$ cat config.mk
export PLATFORM = sky130hd
export DESIGN_NAME = ped_request
export DESIGN_NICKNAME = d
export VERILOG_FILES = /design/src/rtl/ped_pkg.sv /design/src/rtl/btn_debounce.sv /design/src/rtl/ped_request.sv
export SDC_FILE = /design/constraint.sdc
export NUM_CORES = 1
export LEC_CHECK = 0
export BUFFER_PORTS_ARGS = -buffer_cell sky130_fd_sc_hd__buf_2
export CAP_MARGIN = 20
export CORE_ASPECT_RATIO = 0.6
export CORE_UTILIZATION = 38
export CTS_CLUSTER_DIAMETER = 200
export DETAILED_ROUTE_END_ITERATION = 10
export SLEW_MARGIN = 30
export SYNTH_ARGS = -nofsm -noshare
export SYNTH_HDL_FRONTEND = slang
export SYNTH_HIERARCHICAL = 1
export SYNTH_SLANG_ARGS = --single-unit
$ cat constraint.sdc
create_clock -name clk -period 3 [get_ports clk]
set_clock_uncertainty 0.1 [all_clocks]
set_input_delay 0.3 -clock clk [delete_from_list [all_inputs] [get_ports clk]]
set_output_delay 0.3 -clock clk [all_outputs]
set_load 0.02 [all_outputs]
$ cat src/rtl/ped_pkg.sv
// Shared types and defaults for the pedestrian-request front end.
// Imported by btn_debounce and ped_request.
package ped_pkg;

    typedef enum logic {
        ST_IDLE = 1'b0,
        ST_COOL = 1'b1
    } ped_state_e;

    localparam int PED_DEBOUNCE_DEF = 16;
    localparam int PED_COOLDOWN_DEF = 1024;

endpackage

$ cat src/rtl/btn_debounce.sv
// Push-button synchroniser, debouncer and press-edge detector.
// rise is a one-cycle pulse on each accepted press.
module btn_debounce
    import ped_pkg::*;
#(
    parameter int DEBOUNCE = PED_DEBOUNCE_DEF
) (
    input  logic clk,
    input  logic rst,
    input  logic btn,
    output logic rise
);

    // A single-cycle debounce still needs a 1-bit counter.
    localparam int DW = (DEBOUNCE > 1) ? $clog2(DEBOUNCE) : 1;

    logic          s1_q;
    logic          s2_q;
    logic          db_q;
    logic          db_d;
    logic          db_dly_q;
    logic [DW-1:0] dcnt_q;
    logic [DW-1:0] dcnt_d;

    // Accept a new level only after it has been stable long enough
    always_comb begin
        db_d   = db_q;
        dcnt_d = '0;
        if (s2_q != db_q) begin
            if (dcnt_q == DW'(DEBOUNCE - 1)) begin
                db_d = s2_q;
            end else begin
                dcnt_d = dcnt_q + 1'b1;
            end
        end
    end

    // Synchroniser, debounce state and delayed level for edge detect
    always_ff @(posedge clk) begin
        if (rst) begin
            s1_q     <= 1'b0;
            s2_q     <= 1'b0;
            db_q     <= 1'b0;
            db_dly_q <= 1'b0;
            dcnt_q   <= '0;
        end else begin
            s1_q     <= btn;
            s2_q     <= s1_q;
            db_q     <= db_d;
            db_dly_q <= db_q;
            dcnt_q   <= dcnt_d;
        end
    end

    assign rise = db_q & ~db_dly_q;

endmodule

$ cat src/rtl/ped_request.sv
// Pedestrian-request front end: qualifies debounced presses against
// green and spaces pass pulses by at least one cooldown window.
module ped_request
    import ped_pkg::*;
#(
    parameter int DEBOUNCE = PED_DEBOUNCE_DEF,
    parameter int COOLDOWN = PED_COOLDOWN_DEF
) (
    input  logic clk,
    input  logic rst,
    input  logic btn,
    input  logic green,
    output logic pass,
    output logic pending,
    output logic busy,
    output logic ignored
);

    localparam int CW = $clog2(COOLDOWN);

    logic          rise;
    logic          expire;
    logic          req;
    ped_state_e    state_q;
    ped_state_e    state_d;
    logic [CW-1:0] ccnt_q;
    logic [CW-1:0] ccnt_d;
    logic          pass_q;
    logic          pass_d;
    logic          ign_q;
    logic          ign_d;
    logic          pend_q;
    logic          pend_d;

    btn_debounce #(
        .DEBOUNCE(DEBOUNCE)
    ) u_debounce (
        .clk (clk),
        .rst (rst),
        .btn (btn),
        .rise(rise)
    );

    assign expire = (ccnt_q == CW'(COOLDOWN - 1));
    assign req    = pend_q | rise;

    // Request FSM; green only matters where a request is issued or dropped
    always_comb begin
        state_d = state_q;
        ccnt_d  = ccnt_q;
        pass_d  = 1'b0;
        ign_d   = 1'b0;
        pend_d  = pend_q;
        unique case (state_q)
            ST_IDLE: begin
                if (rise) begin
                    if (!green) begin
                        pass_d  = 1'b1;
                        ccnt_d  = '0;
                        state_d = ST_COOL;
                    end else begin
                        ign_d = 1'b1;
                    end
                end
            end
            ST_COOL: begin
                ccnt_d = ccnt_q + 1'b1;
                if (expire) begin
                    pend_d = 1'b0;
                    if (req && !green) begin
                        pass_d = 1'b1;
                        ccnt_d = '0;
                    end else begin
                        ign_d   = req;
                        ccnt_d  = '0;
                        state_d = ST_IDLE;
                    end
                end else if (rise) begin
                    pend_d = 1'b1;
                end
            end
        endcase
    end

    // State, cooldown counter and registered outputs
    always_ff @(posedge clk) begin
        if (rst) begin
            state_q <= ST_IDLE;
            ccnt_q  <= '0;
            pass_q  <= 1'b0;
            ign_q   <= 1'b0;
            pend_q  <= 1'b0;
        end else begin
            state_q <= state_d;
            ccnt_q  <= ccnt_d;
            pass_q  <= pass_d;
            ign_q   <= ign_d;
            pend_q  <= pend_d;
        end
    end

    assign pass    = pass_q;
    assign ignored = ign_q;
    assign pending = pend_q;
    assign busy    = (state_q == ST_COOL);

endmodule

==> flow_summary_export.csv <==
group,metric,value,unit
synth,syn-num-nets,109,
sta,post-route-min-period,1.76,ns
sta,rsz0062_at_grt,"false",
drt,routed.top_layer,"met4",
floorplan,floorplan.die_area,0.00269,mm^2
global_route,grt_pass1_vias,683,
placed_design,portBuffers,7,
clock_tree,cts_setup_buffers,0,
clock_tree,cts_sinks,22,
sta,setup_tns,0,ns
drt,num_vias,765,
drt,drt-met1-wl,963,um
clock_tree,clk_pin_slew_worst_paths,0.08,ns
synth,yosys_warnings,6,
synth,syn-cell-area,942,um^2
drt,drc,0,
sta,fin_crit_sh,0.585,
synth,yosysSeqAreaShare,0.467,
global_route,grt_util_all_layers,0.161,
clock_tree,ctsRootBufferMaster,"clkbuf_8",
finish,multi_input_area,473,um^2
sta,slew_headroom,0.574,
clock_tree,ctsHoldBuffers,0,
sta,drv_slew,0,
setup_path,worstPathMaxFanout,8,
setup_path,crit_type,"reg2reg",
pwr,powerDensity,487,mW/mm^2
drt,drt-initial-drc-count,34,
outcome,outcome,"complete, no violations",
synth,syn_inst,103,
global_route,antenna_found_initial,0,
global_route,grt_pass1_wl,3.08,mm
drt,route.detailed.wl_per_inst,12.6,um
job,drv_cap,0,
finish,final_area,0.00106,mm^2
finish,regArea,440,um^2
sta,timing.final.hold_violations,0,
drt,route.met2.wl,715,um
floorplan,std_cell_rows,13,
floorplan,io_pins,8,
synth,ys_ff_latch,22,
finish,fillers,215,
finish,syn_to_final_growth,12.1,%
floorplan,core,0.00224,mm^2
finish,drive_gt1_frac,0.144,
clock_tree,cts_tree,"built",
setup_path,setup.worst_path.start_class,"register",
placed_design,hpwlAfterDp,1.32,mm
clock_tree,cts_made_buffers,3,
pwr,ir_drop,0.307,mV
clock_tree,htreeDepth,1,
clock_tree,cts-resized-gates,0,
setup_path,worstPathRequired,3.03,ns
sta,setup_viol,0,
finish,fin_nets,118,
drt,via_per_inst,5.43,
pwr,p_leak,0.000384,uW
drt,ant_nets,0,
floorplan,die_x,66.3,um
finish,layout_commonest_cell,"dfxtp_1",
sta,max_freq,0.570,GHz
setup_path,cp-end-kind,"register",
synth,avgSynthCellArea,9.15,um^2
hold_path,hold_class,"in2reg",
floorplan,chipHeight,40.6,um
placed_design,dpl_cell_area,0.00100,mm^2
finish,final_util,0.470,
clock_tree,clkLatencyLatePin,0.26,ns
drt,firstDrtPassIters,4,
setup_path,arrival,1.78,ns
synth,ys_types,31,
global_route,overflow,0,
clock_tree,ctsLongestPathBuffers,2,
finish,num_antenna_cells,0,
placed_design,place_congestion,0.890,
sta,worst_pin_slew,0.634,ns
drt,wl_met3,98,um
global_route,grt_max_degree,17,
drt,wirelength,1.78,mm
finish,layout_common_cells,"22 x dfxtp_1, 11 x nor2_1, 9 x a21oi_1, 7 x buf_2",
floorplan,initial_core_util,0.420,
==> worst max-delay path: stages (launching register included) <==
cell	delay, ns
dfxtp_1	0.39
ha_1	0.21
and3_1	0.31
nand4_1	0.29
nand4_1	0.19
o311ai_0	0.14
==> cell families after synthesis <==
logic type	synth area share
flip-flops	0.467
AND/OR/NAND/NOR	0.276
buffers and inverters	0.0305
XOR/XNOR	0.0372
adder cells (fa/ha/maj)	0.0266
multiplexers	0.0212
AO/OA/AOI/OAI	0.141
==> state kept, by name, indices dropped and copies added, names as in the netlist <==
name                 flops
busy                     1
ccnt_q                  10
ignored                  1
pass                     1
pending                  1
u_debounce/db_dly_q      1
u_debounce/db_q          1
u_debounce/dcnt_q        4
u_debounce/s1_q          1
u_debounce/s2_q          1
==> worst paths after layout <==
check / from / endpoint / slack, ns / cells after the start
max reg2reg: ccnt_q[1] / ccnt_q[5] / 1.24 / 5
min: green / pass / 0.13 / 2
min reg2reg: u_debounce/dcnt_q[0] / u_debounce/dcnt_q[0] / 0.35 / 1
max: ccnt_q[1] / ccnt_q[5] / 1.24 / 5
==> power by group <==
group / switching (uW) / total (uW) / internal [uW] / leakage [uW]
logic: 6.73 / 10.3 / 3.54 / 0.000178
registers: 0.780 / 294 / 293 / 0.000178
clock network: 93.1 / 210 / 117 / 0.0000288
total: 101 / 514 / 414 / 0.000384
==> layout make-up <==
cell class                 instances  share of cell area
clock buffer                       4              0.0521
inverter                           4              0.0142
multi-input combinational         74               0.448
sequential                        22               0.417
tap                               30              0.0355
timing repair buffer               7              0.0332
==> layer usage <==
metal  vias to the layer above  track usage
met1                       355        0.213
met4                         0       0.0479
li1                        389            -
met3                         2       0.0511
met5                         -            0
met2                        19        0.255
==> synthesized netlist by cell type <==
library cell	number	area share
a32o_1	1	0.011
o21ai_0	6	0.032
nor4_1	2	0.013
inv_1	4	0.016
nor3_1	2	0.011
xor2_1	2	0.019
o2bb2ai_1	1	0.0093
or3_4	1	0.012
and2_1	1	0.0066
nor2b_1	5	0.033
and3_1	1	0.0066
nor2_1	11	0.044
xnor2_1	2	0.019
o311ai_0	2	0.019
and3_4	1	0.012
clkbuf_1	1	0.0040
buf_2	2	0.011
and4_1	2	0.019
a41oi_1	1	0.0093
nand3b_1	2	0.016
nand4b_1	2	0.019
ha_1	2	0.027
o211ai_2	1	0.013
a21oi_1	9	0.048
nand3_1	3	0.016
or4_4	1	0.012
nand2_2	1	0.0066
mux2i_1	2	0.021
nand4_1	4	0.027
nand2_1	6	0.024
dfxtp_1	22	0.47
==> through the flow <==
stage | hold slack (ns) | worst slack [ns] | instances | total power, uW
3_5_place_dp | 0.340 | 1.27 | 137 | 311
6_report | 0.132 | 1.24 | 141 | 514
5_1_grt | 0.125 | 1.05 | 141 | 537
3_3_place_gp | 0.331 | 1.37 | 137 | 311
4_1_cts | 0.121 | 1.24 | 141 | 524
2_1_floorplan | 0.272 | 1.48 | 103 | 307
Note: power is estimated with default switching activity, not from simulation.
